### src/rtl/uart_rx_fifo.sv
// uart_rx_fifo: receive buffer directly downstream of the UART receiver.
// Captures a word on each rising edge of the receiver's data-ready strobe and stores it in a
// DEPTH-entry circular FIFO. The head word is presented first-word-fall-through.
//
// Ports:
//   nrst_in         asynchronous active-low reset
//   divclk_in       clock shared with the UART receiver
//   rx_data_in      received word, valid while rx_rdy_in is high
//   rx_rdy_in       receiver data-ready (one push per rising edge)
//   clear_in        synchronous flush; empties the FIFO and clears overflow
//   data_out        head-of-queue word, meaningful while data_valid_out is high
//   data_valid_out  FIFO non-empty
//   data_ready_in   consumer accept; pop when data_valid_out & data_ready_in
//   count_out       number of stored words, 0..DEPTH
//   full_out        count_out == DEPTH
//   empty_out       count_out == 0
//   overflow_out    sticky: a word was dropped because the FIFO was full
module uart_rx_fifo #(
   parameter int unsigned DATA_BITS = 8,
   parameter int unsigned DEPTH     = 16,
   localparam int unsigned AW       = $clog2(DEPTH)
) (
   input  logic                 nrst_in,
   input  logic                 divclk_in,
   input  logic [DATA_BITS-1:0] rx_data_in,
   input  logic                 rx_rdy_in,
   input  logic                 clear_in,
   output logic [DATA_BITS-1:0] data_out,
   output logic                 data_valid_out,
   input  logic                 data_ready_in,
   output logic [AW:0]          count_out,
   output logic                 full_out,
   output logic                 empty_out,
   output logic                 overflow_out
);

   localparam logic [AW:0] FULL_COUNT = (AW + 1)'(DEPTH);

   logic [DATA_BITS-1:0] mem [DEPTH];
   logic [AW-1:0]        wr_ptr_q, wr_ptr_d;
   logic [AW-1:0]        rd_ptr_q, rd_ptr_d;
   logic [AW:0]          count_q, count_d;
   logic                 overflow_q, overflow_d;
   logic                 rdy_q;
   logic                 push_req, push_ok, pop, wr_en;

   assign full_out       = (count_q == FULL_COUNT);
   assign empty_out      = (count_q == '0);
   assign data_valid_out = ~empty_out;
   assign count_out      = count_q;
   assign overflow_out   = overflow_q;
   assign data_out       = mem[rd_ptr_q];

   always_comb begin
      push_req   = rx_rdy_in & ~rdy_q;
      pop        = data_valid_out & data_ready_in;
      // A pop in the same cycle frees the slot the push lands in.
      push_ok    = push_req & (~full_out | pop);
      wr_en      = push_ok & ~clear_in;
      wr_ptr_d   = wr_ptr_q;
      rd_ptr_d   = rd_ptr_q;
      count_d    = count_q;
      overflow_d = overflow_q;
      if (clear_in) begin
         // Flush wins over push and pop; a discarded push is not an overflow.
         wr_ptr_d   = '0;
         rd_ptr_d   = '0;
         count_d    = '0;
         overflow_d = 1'b0;
      end else begin
         if (push_ok) wr_ptr_d = wr_ptr_q + AW'(1);
         if (pop)     rd_ptr_d = rd_ptr_q + AW'(1);
         unique case ({push_ok, pop})
            2'b10:   count_d = count_q + (AW + 1)'(1);
            2'b01:   count_d = count_q - (AW + 1)'(1);
            default: count_d = count_q;
         endcase
         if (push_req & ~push_ok) overflow_d = 1'b1;
      end
   end

   always_ff @(posedge divclk_in or negedge nrst_in) begin
      if (!nrst_in) begin
         wr_ptr_q   <= '0;
         rd_ptr_q   <= '0;
         count_q    <= '0;
         overflow_q <= 1'b0;
         rdy_q      <= 1'b0;
      end else begin
         wr_ptr_q   <= wr_ptr_d;
         rd_ptr_q   <= rd_ptr_d;
         count_q    <= count_d;
         overflow_q <= overflow_d;
         // Tracks the strobe even during a flush so a held strobe cannot re-push.
         rdy_q      <= rx_rdy_in;
      end
   end

   // Storage is not reset.
   always_ff @(posedge divclk_in) begin
      if (wr_en) mem[wr_ptr_q] <= rx_data_in;
   end

endmodule
### config.mk
export PLATFORM = sky130hd
export DESIGN_NAME = uart_rx_fifo
export DESIGN_NICKNAME = d
export VERILOG_FILES = /design/src/rtl/uart_rx_fifo.sv
export SDC_FILE = /design/constraint.sdc
export NUM_CORES = 1
export LEC_CHECK = 0
export ABC_AREA = 1
export BUFFER_PORTS_ARGS = -buffer_cell sky130_fd_sc_hd__clkbuf_2
export CAP_MARGIN = 10
export CORE_MARGIN = 2
export CORE_UTILIZATION = 25
export DETAILED_ROUTE_END_ITERATION = 12
export GPL_ROUTABILITY_DRIVEN = 0
export PLACE_DENSITY_LB_ADDON = 0.08
export SYNTH_ARGS = -nofsm -noshare
export SYNTH_HDL_FRONTEND = slang
export SYNTH_SLANG_ARGS = --single-unit
### constraint.sdc
create_clock -name divclk_in -period 1.9 [get_ports divclk_in]
set_input_delay 0.095 -clock divclk_in [delete_from_list [all_inputs] [get_ports divclk_in]]
set_output_delay 0.095 -clock divclk_in [all_outputs]
set_load 0.01 [all_outputs]
Word-level counts from Yosys, hierarchy flattened
Memory sizes are Yosys's and may differ from the RTL's.
Index checks and enable logic that the tools add are counted.
- muxes and demuxes: 10
- bitwise gates (word level): 11
- add/sub/neg operators: 4
- equal/unequal tests: 3
- reductions and logical operators: 5
- operator list (kind ; number):
    $mux 4 ; 4
    $pmux 5 s2 ; 1
    $add 4x1->4 const B ; 2
    $reduce_bool 2->1 ; 3
    $add 5x1->5 const B ; 1
    $and 1x1->1 ; 5
    $eq 5x5->1 const B ; 1
    $logic_not 5->1 ; 1
    $mux 5 ; 1
    $not 1->1 ; 5
    $sub 5x1->5 const B ; 1
    $mux 1 ; 4
    $reduce_bool 3->1 ; 1
    $eq 2x1->1 const B ; 1
    $eq 2x2->1 const B ; 1
    $or 1x1->1 ; 1
- output and inout bits: 17
- register bits after elaboration: 15
- input port bits: 13
- bits in writable memories: 128
- logic and storage cells: 39
- memories kept: 1
- memory list (name ; depth ; bits a word ; rd ports ; clocked after memory_dff ; write ports ; line ; RTL):
    mem ; 16 ; 8 ; 1 ; 0 ; 1 ; 39 ; logic [DATA_BITS-1:0] mem [DEPTH];

Longest topological paths before layout
Gate-level depths: netlist of the first run.
- depth after elaboration: 9
- gate-level depth with buffers: 14
- mapped depth without buffers: 14

Worst setup path after synthesis of the first run
Ideal clock, no wire load.
- path kind: reg-to-reg
- start: register count_q[1] (netlist: count_out[1])
- end: memory mem[14][0], enable pin
- required time: 1.517 ns
- arrival: 1.620 ns
- period minus slack after synthesis: 2.004 ns
- setup slack: -0.104 ns
- buffers on the path: 1
- library setup time: 0.383 ns
- stages on the path, launching flop included: 8
- cell sequence: dfrtp_1 > nor2_4 > nand2_1 > nor2_2 > nand2_2 > nand3_2 > buf_4 > nor3_1
- elaborated cells on any way between the ends: 10
- classes of those cells: eq/ne: 1; mux: 2; bitwise: 6; reduce/logical: 1
- RTL lines (what ; line ; RTL):
    start: declaration ; 42 ; logic [AW:0] count_q, count_d;
    start signal: assignment ; 92 ; count_q <= count_d;
    $eq 5x5->1 ; 47 ; assign full_out = (count_q == FULL_COUNT);
    named net full_out ; 32 ; output logic full_out,
    $not 1->1 ; 58 ; push_ok = push_req & (~full_out | pop);
    $or 1x1->1 ; 58 ;
    $and 1x1->1 ; 58 ;
    $and 1x1->1 ; 59 ; wr_en = push_ok & ~clear_in;
    $mux 1 ; 101 ; if (wr_en) mem[wr_ptr_q] <= rx_data_in;
    $mux 1 (implied by the code) ; 101 ;
    end: declaration ; 39 ;
The timed path passes the listed nets, and every way through them passes these cells.

Worst setup path after layout of the first run
- start: register rd_ptr_q[0]
- end: output data_out[5]
- cells in the longest elaborated chain, start to end: 1
- ends and longest elaborated chain (what ; line ; RTL):
    start: declaration ; 41 ; logic [AW-1:0] rd_ptr_q, rd_ptr_d;
    start signal: assignment ; 91 ; rd_ptr_q <= rd_ptr_d;
    $mem_v2 16x8 ; - ;
    end: declaration ; 28 ; output logic [DATA_BITS-1:0] data_out,
Every way passes these cells.

==> results of run 1 <==
[power groups by stage]
stage | sequential [mW] | combinational (mW) | clock, mW
2_1_floorplan | 3.68 | 1.88 | 0
3_3_place_gp | 3.66 | 3.17 | 0
3_5_place_dp | 3.66 | 3.17 | 0
4_1_cts | 3.61 | 3.56 | 3.80
5_1_grt | 3.62 | 4.44 | 3.92
6_report | 3.61 | 4.03 | 3.73
[metrics by stage]
step                worst slack [ns]  hold slack, ns
floorplan                   -0.08857         -0.2006
CTS                          -0.2494          0.1221
global placement            -0.06625         0.05727
finish                       -0.2758          0.1297
global route                 -0.3127          0.1327
detailed placement          -0.09418         0.05716
[routing by layer]
metal  routed length [um]  track usage  part of all wire  vias to the layer above
met2                 8545       0.2214              0.47                       82
met1                 8643       0.1978              0.48                     2116
li1                     -            -                 -                     2030
met5                    0            0                 0                        -
met4                  155      0.04013            0.0086                        0
met3                  658      0.02634             0.037                       12
[logic make-up after synthesis]
logic type      Yosys count  share of synthesized area
buf+inv                  56                    0.03927
simple gates            196                     0.1438
xor+xnor                  2                   0.002864
flops                   143                     0.6897
fa+ha+maj                 9                    0.01964
compound gates          109                     0.1047
[sequential cells by signal (all words and copies together), names as in the netlist]
register and cells:
rd_ptr_q 4, wr_ptr_q 4, count_out 5, rdy_q 1, overflow_out 1, mem 128
[repair_timing]
item	CTS	global route
endpoints found under the setup margin	42	54
hold endpoints to repair	19	0
gates resized for setup	25	49
gates cloned	2	5
buffers inserted	4	8
hold buffers	3	0
pin swaps	9	33
[cells in the final DEF (no fill, tap or decap), drive strengths merged, types with 5 or more instances in the layout]
cell type	instances
o21ai	68
dfrtp	15
clkinv	6
inv	34
nor2	108
edfxtp	128
bufinv	5
buf	68
ha	8
nand3	33
nor3	15
o211ai	32
a21oi	7
nand2	37
clkbuf	44
[worst paths after layout]
check                         startpoint            to  cells past startpoint
min reg2reg                 overflow_out  overflow_out                      2
min                        data_ready_in   rd_ptr_q[1]                      4
max reg2reg                 count_out[2]  count_out[4]                     15
max                          rd_ptr_q[0]   data_out[5]                      7
max in group asynchronous        nrst_in  count_out[0]                      2
min in group asynchronous        nrst_in   rd_ptr_q[1]                      2
[final cells by class]
type / instances / area (sq um) / area share
inverter: 31 / 126.4 / 0.01552
timing repair buffer: 98 / 953.4 / 0.1171
sequential: 143 / 4224 / 0.5189
tap: 324 / 405.4 / 0.04980
clock inverter: 15 / 231.5 / 0.02844
clock buffer: 17 / 425.4 / 0.05226
multi-input combinational: 316 / 1774 / 0.2180
[worst max-delay path, cell delays in order, from the launching register on]
cell and delay, ns:
dfrtp_2 0.50, inv_8 0.14, buf_12 0.14, o21ai_2 0.05
o211ai_1 0.39, nand3_1 0.16, nand2_2 0.16, buf_6 0.12
==> flow_summary.yaml, run 1 <==
status:
  status: "finished, violations left"
  violations: "setup timing"
timing:
  finalMaxSlewViolations: 0
  max_slew_margin: 0.6832
  tns_ns: -1.572
  worst-slew-pin-transition_ns: 0.4722
  rsz0062_at_grt: "true"
  worst_clock_skew_ns: 0.005664
  period_share: 1.145
  clock.fmax_ghz: 0.4596
  min_period_ns: 2.176
  setup_viol: 8
  hold_viol_final: 0
  postLayoutSetupSlackWorst_ns: -0.2758
synthesis:
  synth_cell_types: 30
  synth_top_flop_cell: "edfxtp_1"
  synthCells: 515
  synth_top_area_frac: 0.6283
  synth_area_sq_mm: 0.006117
  seq_area_frac_synth: 0.6897
  yosysTopAreaCell: "edfxtp_1"
  synthTopCellsByArea: "edfxtp_1, nor2_1, dfrtp_1"
  yosysWarnings: 0
  synth_nets: 537
  syn_area_per_cell_sq_um: 11.88
  synth-seq-cells: 143
  synth_common_cells: "edfxtp_1, nor2_1, o21ai_0, nand2_1, o211ai_1"
  synth_edf_count: 128
  ys_async_sr_fraction: 0.1049
  yosys.cell_count.top_type: "edfxtp_1"
clock_network:
  root_buffer: "clkbuf_16"
  cts_tree: "built"
  clockBufferDepth: 2
  cts.htree.levels: 4
  cts_buffers: 17
  cts.sinks: 143
  clk_latency_ns: 0.41
  clk_pin_slew_ns: 0.06
place:
  placed_cells: 891
  dp_hpwl_mm: 11.07
  io_buffers: 29
  place_area_sq_mm: 0.006963
floorplan:
  start_util: 0.2530
  rows: 57
  io_pins: 30
  dieHeight_um: 160.4
  core-area_sq_mm: 0.02418
  die_area_sq_mm: 0.02574
  die_w_um: 160.4
cells_and_area:
  antenna_cells: 0
  drive_gt1_frac: 0.2661
  stdcell_area_sq_mm: 0.008140
  finish.utilization: 0.3367
  final_nets: 629
  finalNonFillerCells: 944
  fill_cells: 2393
  synthToLayoutAreaGrowth_pct: 33.07
pwr:
  p_comb_frac: 0.354
  p_sw_mw: 3.701
  p_int_mw: 7.670
  pwr-share-clk: 0.328
  p_sw_frac: 0.3255
  total_power_mw: 11.37
  p_leak_nw: 2.949
  p_per_area_mw_per_mm2: 1397
  vdd_drop_max_mv: 0.7195
  power_frac_seq: 0.318
route:
  antenna_left: 0
  drt_iter0_markers: 341
  wl_per_cell_um: 19.07
  totalWireLength_mm: 18.00
  dr.pass1.iters: 4
  remaining_drc_errors: 0
  vias: 4240
  via_per_inst: 4.492
grt:
  antenna_found_initial: 0
  grt_max_degree: 38
  grt_usage: 0.1404
  grt_pass1_wl_mm: 26.62
  grt_overflow: 0
  grt_pass1_vias: 4216
critical_path:
  crit_fanout: 5
  r2r_slack_ns: 0.11
  critical_path_arrival_ns: 2.08
  startpoint_type: "register"
  path_class: "reg2out"
  cp.required_ns: 1.80
  end_kind: "output port"
run:
  drv_cap: 0
hold_path:
  hp-class: "in2reg"
(Power assumes the default switching activity.)
==> run 2: changes to the inputs <==
--- a/config.mk
+++ b/config.mk
@@ -5,14 +5,16 @@
 export SDC_FILE = /design/constraint.sdc
 export NUM_CORES = 1
 export LEC_CHECK = 0
-export ABC_AREA = 1
+export ABC_AREA = 0
 export BUFFER_PORTS_ARGS = -buffer_cell sky130_fd_sc_hd__clkbuf_2
 export CAP_MARGIN = 10
 export CORE_MARGIN = 2
 export CORE_UTILIZATION = 25
 export DETAILED_ROUTE_END_ITERATION = 12
 export GPL_ROUTABILITY_DRIVEN = 0
+export MAX_ROUTING_LAYER = met4
 export PLACE_DENSITY_LB_ADDON = 0.08
 export SYNTH_ARGS = -nofsm -noshare
 export SYNTH_HDL_FRONTEND = slang
 export SYNTH_SLANG_ARGS = --single-unit
+export TNS_END_PERCENT = 20
==> flow_summary.yaml, run 2 <==
synthesis:
  syn_area_per_cell_sq_um: 19.87
  yosysWarnings: 0
  synth_common_cells: "edfxtp_1, mux4_2, nor2_1, dfrtp_1, inv_1"
  synth_edf_count: 128
  ys_async_sr_fraction: 0.1049
  synthCells: 295
  synth_top_area_frac: 0.6558
  synth-seq-cells: 143
  seq_area_frac_synth: 0.7199
  yosysTopAreaCell: "edfxtp_1"
  synthTopCellsByArea: "edfxtp_1, mux4_2, dfrtp_1"
  yosys.cell_count.top_type: "edfxtp_1"
  synth_nets: 317
  synth_area_sq_mm: 0.005861
  synth_cell_types: 40
  synth_top_flop_cell: "edfxtp_1"
clock_network:
  cts_buffers: 17
  cts.sinks: 143
  root_buffer: "clkbuf_16"
  clk_pin_slew_ns: 0.06
  clk_latency_ns: 0.42
  cts_tree: "built"
  clockBufferDepth: 2
  cts.htree.levels: 4
cells_and_area:
  final_nets: 433
  largest-register: "mem"
  fill_cells: 2281
  largest_reg_flops: 128
  final_cell_mix: "edfxtp_1, buf_4, mux4_2"
  layout_commonest_cell: "edfxtp_1"
  drive_gt1_frac: 0.5059
  finish.utilization: 0.3421
  stdcell_area_sq_mm: 0.007958
  synthToLayoutAreaGrowth_pct: 35.78
timing:
  worst_clock_skew_ns: 0.006370
  postLayoutSetupSlackWorst_ns: -0.4883
  clock.fmax_ghz: 0.4187
  period_share: 1.257
  rsz0062_at_grt: "true"
  max_slew_margin: 0.7240
  worst-slew-pin-transition_ns: 0.4140
  hold_viol_final: 0
  setup_viol: 48
  min_period_ns: 2.388
  finalMaxSlewViolations: 0
floorplan:
  die_area_sq_mm: 0.02468
  start_util: 0.2519
  io_pins: 30
  core-area_sq_mm: 0.02326
  die_w_um: 157.1
  rows: 56
  dieHeight_um: 157.1
critical_path:
  r2r-end: "count_out[4]"
  path_class: "reg2out"
  r2r_slack_ns: -0.36
  startpoint: "rd_ptr_q[0]"
  crit_fanout: 5
  critical_path_arrival_ns: 2.29
  setup.worst_path.end: "data_out[5]"
  cp.required_ns: 1.80
  end_kind: "output port"
  r2r_start: "count_out[1]"
  startpoint_type: "register"
  reg2reg_depth: 7
place:
  io_buffers: 29
  dp_hpwl_mm: 9.855
  place_area_sq_mm: 0.006925
route:
  vias: 3109
  drt_iter0_markers: 167
  remaining_drc_errors: 0
  totalWireLength_mm: 14.30
  antenna_left: 0
  via_per_inst: 4.184
  wl_per_cell_um: 19.25
  dr.pass1.iters: 4
status:
  violations: "setup timing"
  status: "finished, violations left"
grt:
  grt_max_degree: 20
  grt_overflow: 0
  grtUsageMet3: 0.03111
  globalRoute.busiestLayer: "met2"
  met1_usage: 0.1781
  grt_usage: 0.1314
  antenna_found_initial: 1
  grt_pass1_vias: 3414
  gr-usage-met2: 0.1949
  grt_pass1_wl_mm: 22.32
run:
  drv_cap: 0
pwr:
  p_per_area_mw_per_mm2: 1236
  total_power_mw: 9.838
  vdd_drop_max_mv: 0.4920
  p_leak_nw: 2.735
hold_path:
  hp-class: "in2reg"
## run 2: layer usage
metal  routed length [um]  vias up
met1                 6810     1629
met3                  420       17
met4                  187        0
met5                    0        -
li1                     -     1428
met2                 6883       35
## run 2: area by class of cell
class / instances / area, sq um / share of cell area
antenna: 1 / 2.502 / 0.0003145
sequential: 143 / 4225 / 0.5310
clock inverter: 13 / 236.5 / 0.02972
multi-input combinational: 131 / 1709 / 0.2148
tap: 319 / 399.1 / 0.05016
inverter: 9 / 33.78 / 0.004245
clock buffer: 18 / 429.2 / 0.05393
timing repair buffer: 109 / 922.1 / 0.1159
## run 2: report_power, final
part / internal [mW] / switching, mW / total (mW)
Sequential: 3.50 / 0.0818 / 3.58
Combinational: 1.41 / 1.09 / 2.50
Clock: 2.47 / 1.29 / 3.75
## run 2: repair_timing
| action | in CTS | in global routing |
|---|---|---|
| setup endpoints to repair | 147 | 84 |
| hold endpoints to repair | 20 | 0 |
| gates cloned | 3 | 0 |
| hold buffers | 3 | 0 |
| buffers inserted | 6 | 3 |
| resized for setup | 32 | 12 |
| pin swaps | 10 | 6 |
## run 2: per-stage QoR
| step | cells | setup WS (ns) | hold WS (ns) | setup TNS, ns |
|---|---|---|---|---|
| after global placement | 696 | -0.2832 | 0.04898 | -18.71 |
| after CTS | 739 | -0.5222 | 0.1148 | -12.95 |
| after detailed placement | 696 | -0.3014 | 0.04644 | -15.70 |
| final | 743 | -0.4883 | 0.1234 | -10.93 |
| after global routing | 743 | -0.5597 | 0.1494 | -14.69 |
| after floorplan | 295 | -0.4211 | -0.2006 | -3.003 |
## run 2: worst min path at each step
stage / start / endpoint / slack, ns / depth (start not counted)
after CTS: rx_data_in[1] / mem[15][1] / 0.11 / 1
final: rx_data_in[1] / mem[8][1] / 0.12 / 1
after global placement: nrst_in / rd_ptr_q[2] / 0.05 / 1
after global routing: rx_data_in[4] / mem[10][4] / 0.15 / 1
after detailed placement: nrst_in / overflow_out / 0.05 / 1
after floorplan: nrst_in / count_out[0] / -0.20 / 0
## run 2: kinds of logic (layout without fill, tap and decap cells)
family | count (synthesis) | in the layout | synth area share
other | 0 | 1 | 0
buffers and inverters | 21 | 149 | 0.01452
AOI/OAI and AO/OA | 18 | 18 | 0.02647
and+or+nand+nor | 52 | 52 | 0.04249
adders and majority gates | 9 | 9 | 0.02050
DFF | 143 | 143 | 0.7199
xor gates and xnor gates | 5 | 5 | 0.007474
muxes | 47 | 47 | 0.1687
## run 2: critical path, cell delays in order, from the launching register on
cell,delay [ns]
dfrtp_2,0.44
buf_12,0.15
buf_16,0.13
mux4_2,0.52
mux4_2,0.48
clkbuf_2,0.14
